$ cat config.mk
export PLATFORM = sky130hd
export DESIGN_NAME = uart_boot_loader
export DESIGN_NICKNAME = d
export VERILOG_FILES = /design/src/rtl/uart_boot_loader.sv
export SDC_FILE = /design/constraint.sdc
export NUM_CORES = 1
export LEC_CHECK = 0
export ABC_CLOCK_PERIOD_IN_PS = 3700
export CAP_MARGIN = 20
export CORE_AREA = 4 4 136 138
export CTS_BUF_LIST = sky130_fd_sc_hd__clkbuf_2
export CTS_CLUSTER_DIAMETER = 30
export DETAILED_ROUTE_END_ITERATION = 7
export DIE_AREA = 0 0 140 142
export PLACE_DENSITY = 0.72
export RECOVER_POWER = 50
export SYNTH_ARGS = -nofsm -noshare
export SYNTH_HDL_FRONTEND = slang
export SYNTH_SLANG_ARGS = --single-unit
export TNS_END_PERCENT = 30
$ cat constraint.sdc
create_clock -name clk_i -period 3.7 [get_ports clk_i]
set_input_delay 0.74 -clock clk_i [delete_from_list [all_inputs] [get_ports clk_i]]
set_output_delay 0.74 -clock clk_i [all_outputs]
set_load 0.005 [all_outputs]
$ cat src/rtl/uart_boot_loader.sv
// uart_boot_loader
//
// Receives a program image over an 8N1 UART line and writes it word by word
// into instruction memory, holding the core in reset until the image is in.
// Image format: 4-byte little-endian word count N, then N 32-bit
// little-endian words. Word k is written to byte address 4*k.
//
// Ports:
//   clk_i                 system clock, rising edge
//   reset_i               synchronous active-high reset; aborts any load
//   uart_rx_i             asynchronous serial input, idle high, LSB first
//   instr_write_enable_o  one-cycle write strobe to instruction memory
//   instr_address_o       byte address of the word being written
//   instr_data_o          instruction word being written
//   core_reset_o          high while the core must stay in reset
//   busy_o                high from the first start bit until DONE or ERROR
//   error_o               sticky fault flag (framing error or oversize image)
//
// Write port handshake: instr_write_enable_o is a valid-only strobe with no
// ready; the memory must accept the write in the cycle the strobe is high.
// Address and data stay stable until the next strobe.
//
// FSM state is observable for checkers through the internal signals
// rx_state and ld_state.

module uart_boot_loader #(
  parameter int CLKS_PER_BIT = 868,
  parameter int MEM_WORDS    = 256
) (
  input  logic        clk_i,
  input  logic        reset_i,
  input  logic        uart_rx_i,
  output logic        instr_write_enable_o,
  output logic [31:0] instr_address_o,
  output logic [31:0] instr_data_o,
  output logic        core_reset_o,
  output logic        busy_o,
  output logic        error_o
);

  localparam int              CW        = $clog2(CLKS_PER_BIT);
  localparam logic [CW-1:0]   HALF_M1   = CW'(CLKS_PER_BIT / 2 - 1);
  localparam logic [CW-1:0]   BIT_M1    = CW'(CLKS_PER_BIT - 1);
  localparam logic [31:0]     MAX_WORDS = 32'(MEM_WORDS);

  typedef enum logic [1:0] {RX_IDLE, RX_START, RX_DATA, RX_STOP} rx_state_t;
  typedef enum logic [1:0] {L_LEN, L_LOAD, L_DONE, L_ERROR}      ld_state_t;

  // ---------------------------------------------------------------------
  // Input synchronizer (resets to the idle-high line level)
  // ---------------------------------------------------------------------
  logic rx_meta;
  logic rx_sync;

  always_ff @(posedge clk_i) begin
    if (reset_i) begin
      rx_meta <= 1'b1;
      rx_sync <= 1'b1;
    end else begin
      rx_meta <= uart_rx_i;
      rx_sync <= rx_meta;
    end
  end

  // ---------------------------------------------------------------------
  // Receiver FSM
  // ---------------------------------------------------------------------
  rx_state_t     rx_state;
  rx_state_t     rx_next;
  logic [CW-1:0] rx_cnt;
  logic [2:0]    bit_idx;
  logic [7:0]    rx_shift;
  logic          byte_valid;
  logic          bit_tick;
  logic          stop_ok;
  logic          stop_bad;

  always_comb begin
    rx_next  = rx_state;
    bit_tick = 1'b0;
    stop_ok  = 1'b0;
    stop_bad = 1'b0;
    case (rx_state)
      RX_IDLE:  if (!rx_sync) rx_next = RX_START;
      // Mid-bit check of the start bit: a high line here means a glitch.
      RX_START: if (rx_cnt == HALF_M1) rx_next = rx_sync ? RX_IDLE : RX_DATA;
      RX_DATA: begin
        if (rx_cnt == BIT_M1) begin
          bit_tick = 1'b1;
          if (bit_idx == 3'd7) rx_next = RX_STOP;
        end
      end
      RX_STOP: begin
        if (rx_cnt == BIT_M1) begin
          rx_next  = RX_IDLE;
          stop_ok  = rx_sync;
          stop_bad = !rx_sync;
        end
      end
      default:  rx_next = RX_IDLE;
    endcase
  end

  always_ff @(posedge clk_i) begin
    if (reset_i) rx_state <= RX_IDLE;
    else         rx_state <= rx_next;
  end

  // The bit counter restarts on every state change and on every data-bit
  // sample, so each later sample lands one full bit period after the last.
  always_ff @(posedge clk_i) begin
    if (reset_i) begin
      rx_cnt     <= '0;
      bit_idx    <= 3'd0;
      rx_shift   <= 8'h00;
      byte_valid <= 1'b0;
    end else begin
      byte_valid <= stop_ok;
      if ((rx_next != rx_state) || bit_tick) rx_cnt <= '0;
      else                                   rx_cnt <= rx_cnt + CW'(1);
      if (rx_state == RX_START) begin
        bit_idx <= 3'd0;
      end else if (bit_tick) begin
        bit_idx  <= bit_idx + 3'd1;
        rx_shift <= {rx_sync, rx_shift[7:1]};
      end
    end
  end

  // ---------------------------------------------------------------------
  // Loader FSM
  // ---------------------------------------------------------------------
  ld_state_t   ld_state;
  ld_state_t   ld_next;
  logic [1:0]  byte_cnt;
  logic [31:0] word_sr;
  logic [31:0] word_full;
  logic [31:0] n_words;
  logic [31:0] k;
  logic        word_done;
  logic        accepting;
  logic        we_q;
  logic [31:0] addr_q;
  logic [31:0] data_q;
  logic        busy_q;

  // Bytes shift in from the top, so after four bytes the first one sits in
  // bits [7:0] (little-endian assembly).
  assign word_full = {rx_shift, word_sr[31:8]};
  assign accepting = (ld_state == L_LEN) || (ld_state == L_LOAD);
  assign word_done = byte_valid && (byte_cnt == 2'd3);

  always_comb begin
    ld_next = ld_state;
    case (ld_state)
      L_LEN: begin
        if (stop_bad) begin
          ld_next = L_ERROR;
        end else if (word_done) begin
          if (word_full == 32'd0)           ld_next = L_DONE;
          else if (word_full > MAX_WORDS)   ld_next = L_ERROR;
          else                              ld_next = L_LOAD;
        end
      end
      // Leave one cycle after the final strobe so the core is released only
      // once the last word is in memory.
      L_LOAD: begin
        if (we_q && (k == n_words)) ld_next = L_DONE;
        else if (stop_bad)          ld_next = L_ERROR;
      end
      default: ld_next = ld_state;
    endcase
  end

  always_ff @(posedge clk_i) begin
    if (reset_i) ld_state <= L_LEN;
    else         ld_state <= ld_next;
  end

  always_ff @(posedge clk_i) begin
    if (reset_i) begin
      byte_cnt <= 2'd0;
      word_sr  <= 32'd0;
      n_words  <= 32'd0;
      k        <= 32'd0;
      we_q     <= 1'b0;
      addr_q   <= 32'd0;
      data_q   <= 32'd0;
      busy_q   <= 1'b0;
    end else begin
      we_q <= 1'b0;
      if (byte_valid && accepting) begin
        word_sr  <= word_full;
        byte_cnt <= byte_cnt + 2'd1;
      end
      if (word_done && (ld_state == L_LEN)) begin
        n_words <= word_full;
        k       <= 32'd0;
      end
      if (word_done && (ld_state == L_LOAD)) begin
        we_q   <= 1'b1;
        addr_q <= {k[29:0], 2'b00};
        data_q <= word_full;
        k      <= k + 32'd1;
      end
      if ((ld_next == L_DONE) || (ld_next == L_ERROR)) busy_q <= 1'b0;
      else if ((rx_state == RX_IDLE) && !rx_sync)      busy_q <= 1'b1;
    end
  end

  assign instr_write_enable_o = we_q;
  assign instr_address_o      = addr_q;
  assign instr_data_o         = data_q;
  assign core_reset_o         = (ld_state != L_DONE);
  assign error_o              = (ld_state == L_ERROR);
  assign busy_o               = busy_q;

endmodule
# After elaboration in Yosys (flattened, before gate mapping)
# Index checks and enable logic that the tools add are counted.
[totals] ff_bits=190 output_inout_bits=68 inputBits=3 wordCells=78
[classes] bitwise_logic=3 n_eq_ne=14 n_lt_le_gt_ge=1 muxes=21 n_reduce_logical=19 n_addsub=4
[ops] cell="two-way mux 32 bit" count=2
[ops] cell="adder 32 x 1 -> 32 bit (second input constant)" count=1
[ops] cell="equality test 32 bit" count=1
[ops] cell="> comparator 32 x 9 -> 1 bit (second input constant)" count=1
[ops] cell="logical NOT 32 bit" count=1
[ops] cell="two-way mux 2 bit" count=12
[ops] cell="equality test 2 bit (second input constant)" count=6
[ops] cell="adder 10 x 1 -> 10 bit (second input constant)" count=1
[ops] cell="equality test 10 bit (second input constant)" count=1
[ops] cell="equality test 10 x 9 -> 1 bit (second input constant)" count=1
[ops] cell="one-hot mux 2 bit (4 select lines)" count=1
[ops] cell="logical AND 1 bit" count=6
[ops] cell="OR reduction 2 bit" count=3
[ops] cell="two-way mux 1 bit" count=5
[ops] cell="equality test 2 x 1 -> 1 bit (second input constant)" count=2
[ops] cell="logical NOT 2 bit" count=2
[ops] cell="one-hot mux 2 bit (2 select lines)" count=1
[ops] cell="adder 3 x 1 -> 3 bit (second input constant)" count=1
[ops] cell="equality test 3 bit (second input constant)" count=1
[ops] cell="logical OR 1 bit" count=3
[ops] cell="inverter 1 bit" count=3
[ops] cell="OR reduction 3 bit" count=1
[ops] cell="adder 2 x 1 -> 2 bit (second input constant)" count=1
[ops] cell="!= test 2 bit" count=1
[ops] cell="4 further kinds" count=4

# Logic depth before layout (Yosys ltp)
# Gate-level depths: netlist (run 1).
[logic_depth] ltp_word=9 mapped_depth=9 mapped_depth_nobuf=7

# Worst setup path after synthesis (run 1)
# No wires, ideal clock.
[synth_path] path_kind="reg-to-reg" startpoint="register k[0]" endpoint="register k[14]" path_slack_ps=1835 synth_period_minus_slack_ps=1865 arrival_ps=1774 path_buffers=0 required_time_ps=3609 setup_time_ps=91 path_stages_with_launch=7 cell_sequence="dfxtp_1 -> ha_1 -> nand3_4 -> nor4_4 -> nand4_1 -> o21ba_2 -> a311oi_1"
[synth_via] elab_chain_len=2
[synth_lines] item="start, declared" line_no="139" text="logic [31:0] k;"
[synth_lines] item="start signal, assigned" line_no="204" text="k <= k + 32'd1;"
[synth_lines] item="adder 32 x 1 -> 32 bit" line_no="204"
[synth_lines] item="two-way mux 32 bit" line_no="200" text="if (word_done && (ld_state == L_LOAD)) begin"
# Every way passes these cells.
# A chain may end at the register's enable or synchronous reset.

# Worst setup path in the final report (run 1)
[layout_path] startpoint="register byte_cnt[0]" endpoint="register k[13]"
[layout_via] elab_chain_len=4 elab_cells_between_ends=6 classes_between="1 x eq/ne; 1 x mux; 4 x reduce/logical"
[layout_lines] item="start, declared" line_no="135" text="logic [1:0] byte_cnt;"
[layout_lines] item="start signal, assigned" line_no="194" text="byte_cnt <= byte_cnt + 2'd1;"
[layout_lines] item="equality test 2 bit *" line_no="151" text="assign word_done = byte_valid && (byte_cnt == 2'd3);"
[layout_lines] item="logical AND 1 bit *" line_no="151"
[layout_lines] item="logical AND 1 bit, on equally long branches" line_no="200, 196"
[layout_lines] item="two-way mux 32 bit / nonzero test 2 bit (equally long branches)"
# Every way passes the cells marked *; elsewhere a longest branch is shown, timed or not.

==> results of run 1 <==
-- cells in the mapped netlist, drive strengths merged (10+ instances only) --
library cell	n
buf	30
nor4	18
nor3	14
nor2	35
xnor2	39
o21ai	15
inv	10
nand2	295
nand4	21
clkbuf	44
a31oi	10
nand3	24
a21oi	159
dfxtp	182
-- state kept, by name (all words and copies together), names as in the netlist, 3 cells and up --
register / cells
n_words: 32
rx_cnt: 10
instr_address_o: 30
k: 32
bit_idx: 3
rx_shift: 8
instr_data_o: 32
word_sr: 24
-- worst max-delay path by stage --
stage                start                   to  depth (start not counted)
3_3_place_gp       reset_i                k[20]                          5
4_1_cts        ld_state[0]              error_o                          3
5_1_grt        ld_state[1]  instr_address_o[19]                          6
3_5_place_dp     rx_cnt[3]            rx_cnt[2]                          5
6_report       byte_cnt[0]                k[13]                          7
2_1_floorplan         k[0]                k[14]                          6
-- final cells by class --
class,count,area [um2],area share (%)
Clock buffer,18,90.1,1.04
Sequential cell,182,3640,42.2
Inverter,10,37.5,0.435
Timing Repair Buffer,83,769,8.92
Tap cell,225,282,3.26
Multi-Input combinational cell,703,3640,42.2
Clock inverter,14,161,1.87
-- metal layers --
metal	vias up	global-route usage, %
met1	3148	26.4
li1	3354	-
met4	0	6.58
met3	21	3.83
met2	185	30.8
met5	-	0
-- through the flow --
stage                     power (W)  instance area, um2  instances  utilization [%]  hold slack [ps]
after floorplan             0.00205                7670        969                -              389
after detailed placement    0.00206                8400       1203             48.9              404
after CTS                   0.00312                8650       1235             50.4              340
after global placement      0.00206                8400       1203             48.9              399
after global routing        0.00320                8630       1235             50.2              359
final                       0.00309                8630       1235             50.2              420
-- kinds of logic (layout without fill, tap and decap cells) --
group | count (synthesis) | in the layout | synth area share [%]
buffers and inverters | 84 | 125 | 5.15
AND/OR/NAND/NOR | 445 | 445 | 26.6
other | 1 | 2 | 0.0489
AO/OA/AOI/OAI | 206 | 206 | 14.6
flip-flops | 182 | 182 | 47.5
adder cells (fa/ha/maj) | 6 | 6 | 0.979
XOR/XNOR | 44 | 44 | 5.02
-- worst register-to-register path, stage by stage (launching register included) --
cell	delay, ps
dfxtp_1	410
ha_1	210
nand3b_1	90
clkbuf_2	350
nor2_4	180
clkbuf_1	1170
a41oi_1	260
a311oi_1	290
-- where the power goes --
group           total, W  leakage (nW)  switching (W)  internal, W
Clock            0.00106         0.150       0.000725     0.000335
Sequential       0.00198          1.47     0.00000588      0.00197
Combinational  0.0000478          1.03      0.0000380   0.00000978
Total            0.00309          2.64       0.000769      0.00232
-- layout by cell type, fill, tap and decap left out, drive strengths merged, types with 3 or more instances in the layout --
cell type and instances:
nor4 18, xor2 5, or4 9, a31oi 10, dfxtp 182, a21oi 159, or3 3, nor3 14
inv 18, a311oi 5, or2 4, nand4 21, o211ai 4, xnor2 39, nor2 35, nand3 24
o21ai 15, nand4bb 3, clkdlybuf4s50 66, and3 3, ha 6, and4 4, clkbuf 24, buf 10
nand2 295
==> metrics.txt, run 1 <==
Fill cells 1754; worst min path class input port to flip-flop; Slew headroom -6.48%; met3 WL 953 um; flops & latches, synth 182; Post-Syn Instances 968; Worst Tran Pin Value 1600 ps; Max Clk Rate 331 MHz; DIE AREA 0.0199 mm2; final net count 1006; Synth async-reset ratio 0%; Port Buf Inserts 68; Setup WS pre-CTS 1470 ps; I/O pin count 71; vias 6708; Worst Path Arrival 3680 ps; max cap viols 2; Tmin final 3020 ps; failing checks max-capacitance violations, max-slew violations; hold endpoint k[10]; WP buf/inv 2; Leak 2.64 nW; Worst Hold Path Cells 2; first drt pass iteration count 5; warning count from the yosys run 0; Met1 Wirelength 9030 um; number of vias per cell 5.43; Worst Hold Launch reset_i; core area 0.0172 mm2; Mapped Avg Cell Area 7.92 um2; Synth Cell Area 0.00767 mm2; worst skew pair latency 750 ps; gr ovfl total 0; maximum VDD drop 0.222 mV; critical path type flip-flop to flip-flop; worst r2r src byte_cnt[0]; Distinct cells, synth 54; final WL 19200 um; first-pass GRT wire length 31600 um; Worst-path clk slew 280 ps; CP max-delay cell clkbuf_1; Iteration-0 DRC Markers 792; die width 140 um; vias in the first global route 6147; largest net degree at the start of global routing 62; slowest stage delay, CP 1170 ps; RSZ-0062 raised after global routing no; status finished with violations; postcts setup bufs 0; GRT Total Usage 19.3%; Post-synth EDFFs 0; final count of negative-setup-slack endpoints 0; skew final 42.0 ps; initial antenna violation count 0; CTS root buf clkbuf_2; crit-path leading delay family buffers and inverters; drt drc 0; HPWL after DPL 12900 um; top cell type's share of synthesized area 47.5%; setup TNS 0 ps; CP cell instances ha_1 > nand3b_1 > clkbuf_2 > nor2_4 > clkbuf_1 > a41oi_1 > a311oi_1; CP endpoint kind flip-flop; cell row count 48; CP startpoint kind flip-flop; n_diodes 0; clk buf depth 2; cell taking the most area after synthesis dfxtp_1; CTS tree yes; layout cells sized above 1 5.94%; Num CTS Buffers 17; CTS resizes 0; r2r endpoint k[13]; reg2reg setup slack 680 ps; Final period util 81.7%; worst reg2reg path depth 7; metal2 WL 8850 um; Final ANT Viol Nets 0; crit-path max FO 37; CTS sink cnt 182; Seq/Total Area, Yosys 47.5%; GPL Wtd Cong 0.892; ranking of synthesized cells by area dfxtp_1 48%, nand2_1 14%, a21oi_1 10%; Avg WL per Cell 15.6 um; final worst setup slack 675 ps; uppermost layer routed met4; Initial Util 44.7%; Pins Over Slew Limit 38; power density cells 358 mW/mm2; Die Span Y 142 um; H-tree depth 4; endpoints failing hold 0; # hold bufs at CTS 0; Crit path required time 4350 ps; area grow syn2layout 12.5%; Top FF cell, synth dfxtp_1
No activity file was read; power rests on OpenSTA's default activity.
==> run 2, diff against run 1 <==
Settings changed: ABC_CLOCK_PERIOD_IN_PS 3700 to 2600, PLACE_DENSITY 0.72 to 0.75.
Clock period 3.7 ns to 2.6 ns, I/O delays scaled along.
==> metrics.txt, run 2 (synthesis gave the netlist of run 1 again) <==
Design Power 0.00410 W (+33%); Worst-path clk slew 240 ps (-40 ps); Tmin final 2390 ps; Port Buf Inserts 68 (unchanged); Leak 2.66 nW (+0.51%); vias in the first global route 6218 (+1.2%); hold endpoint rx_meta; Worst Path Arrival 1870 ps (-1810 ps); worst min path class input port to flip-flop; Iteration-0 DRC Markers 561 (-29%); number of vias per cell 5.42 (-0.24%); worst r2r src byte_cnt[0]; slowest stage delay, CP 500 ps (-670 ps); Max Clk Rate 419 MHz; H-tree depth 4 (unchanged); power density cells 474 mW/mm2 (+33%); largest net degree at the start of global routing 64 (+3.2%); initial antenna violation count 1 (+1); final WL 19100 um (-0.73%); DIE AREA 0.0199 mm2 (unchanged); CP startpoint kind flip-flop; WP buf/inv 1 (-1); Die Span Y 142 um (unchanged); most frequent cells in the layout 294 x nand2_1, 181 x dfxtp_1, 159 x a21oi_1, 67 x clkdlybuf4s50_1, 39 x xnor2_1; CP endpoint kind primary output; layout cells sized above 1 6.78% (+0.84 points); GPL Wtd Cong 0.904 (+1.4%); worst skew pair latency 760 ps (about the same); die width 140 um (unchanged); Initial Util 44.7% (unchanged); CP cell instances and2_1 > clkdlybuf4s50_1; critical path type flip-flop to primary output; Worst Hold Launch uart_rx_i; Final period util 91.8%; maximum VDD drop 0.301 mV (+36%); cell row count 48 (unchanged); GRT Total Usage 19.2% (-0.086 points); Avg WL per Cell 15.3 um (-1.5%); crit-path max FO 5 (-86%); crit-path leading delay family buffers and inverters; CTS sink cnt 182 (unchanged); vias 6741 (+0.49%); HPWL after DPL 13100 um (+2.2%); final net count 1015 (+0.89%); WHS 330 ps (-90.1 ps); gr ovfl total 0 (unchanged); skew final 51.5 ps (+9.51 ps); status finished with violations; CTS tree yes; Slew headroom -11.4% (-5.0 points); CTS root buf clkbuf_2; drt drc 0 (unchanged); first-pass GRT wire length 31400 um (-0.50%); Pins Over Slew Limit 39 (+2.6%); max cap viols 1 (-1); endpoints failing hold 0 (unchanged); failing checks max-capacitance violations, max-slew violations; I/O pin count 71 (unchanged); Worst Tran Pin Value 1670 ps (+74.4 ps); Final ANT Viol Nets 0 (unchanged); clk buf depth 2 (unchanged); Worst Hold Path Cells 2 (unchanged); setup TNS 0 ps (unchanged); Crit path required time 2080 ps (-2270 ps); final count of negative-setup-slack endpoints 0 (unchanged); commonest non-fill, non-tap cell in the layout nand2_1; RSZ-0062 raised after global routing no; CP max-delay cell clkdlybuf4s50_1; final worst setup slack 213 ps (-463 ps); first drt pass iteration count 5 (unchanged); area grow syn2layout 12.5% (about the same); reg2reg setup slack 280 ps (-400 ps); r2r endpoint n_words[1]; core area 0.0172 mm2 (unchanged); worst reg2reg path depth 7 (unchanged); Num CTS Buffers 17 (unchanged); Setup WS pre-CTS 436 ps (-1040 ps)
## run 2: cell types whose count changed in the layout (fill, tap and decap cells not counted), sizes merged
| cell | change |
|---|---|
| clkbuf | +5 |
| inv | -5 |
| buf | +4 |
| clkinv | +4 |
| bufinv | -2 |
| clkdlybuf4s50 | +1 |
| clkinvlp | +1 |
| diode | +1 |
## run 2: final cells by class
type	count	area (um2)
sequential	182	3640
fill	1762	8540
clock buffer	19	95.1
timing repair buffer	92	845
antenna	1	2.50
inverter	10	37.5
clock inverter	12	78.8
multi-input combinational	703	3650
tap	225	282
## run 2: how the worst max path moves through the flow
stage / startpoint / end / slack [ps] / cells after the start
finish: ld_state[0] / error_o / 210 / 2
global route: rx_cnt[0] / rx_cnt[2] / 30 / 7
CTS: ld_state[1] / error_o / 40 / 2
detailed placement: k[0] / k[14] / 440 / 6
global placement: k[0] / k[16] / 540 / 6
floorplan: k[0] / k[14] / 740 / 6
## run 2: metal layers
metal / GRT usage [%] / routed length [um] / share of wire (%) / vias to the layer above
met5: 0 / 0 / 0 / -
met4: 6.43 / 312 / 1.6 / 0
met3: 4.23 / 1240 / 6.5 / 27
met2: 30.7 / 8840 / 46 / 221
met1: 26.0 / 8700 / 46 / 3130
li1: - / - / - / 3363
## run 2: timing repair
| action | in CTS | in global routing |
|---|---|---|
| hold buffers | 1 | 0 |
| endpoints found under the setup margin | 0 | 1 |
| hold endpoints to repair | 1 | 0 |
| setup buffers | 0 | 0 |
| resized for setup | 0 | 1 |
## run 2: power breakdown
group          internal, W  switching, W
logic            0.0000141     0.0000550
registers          0.00281    0.00000817
clock network     0.000248      0.000964
## run 2: stage by stage
step	instance area, um2	instances	utilization [%]
final	8630	1244	50.3
after floorplan	7670	969	-
after detailed placement	8470	1211	49.3
after CTS	8660	1243	50.4
after global placement	8470	1211	49.3
after global routing	8630	1244	50.3
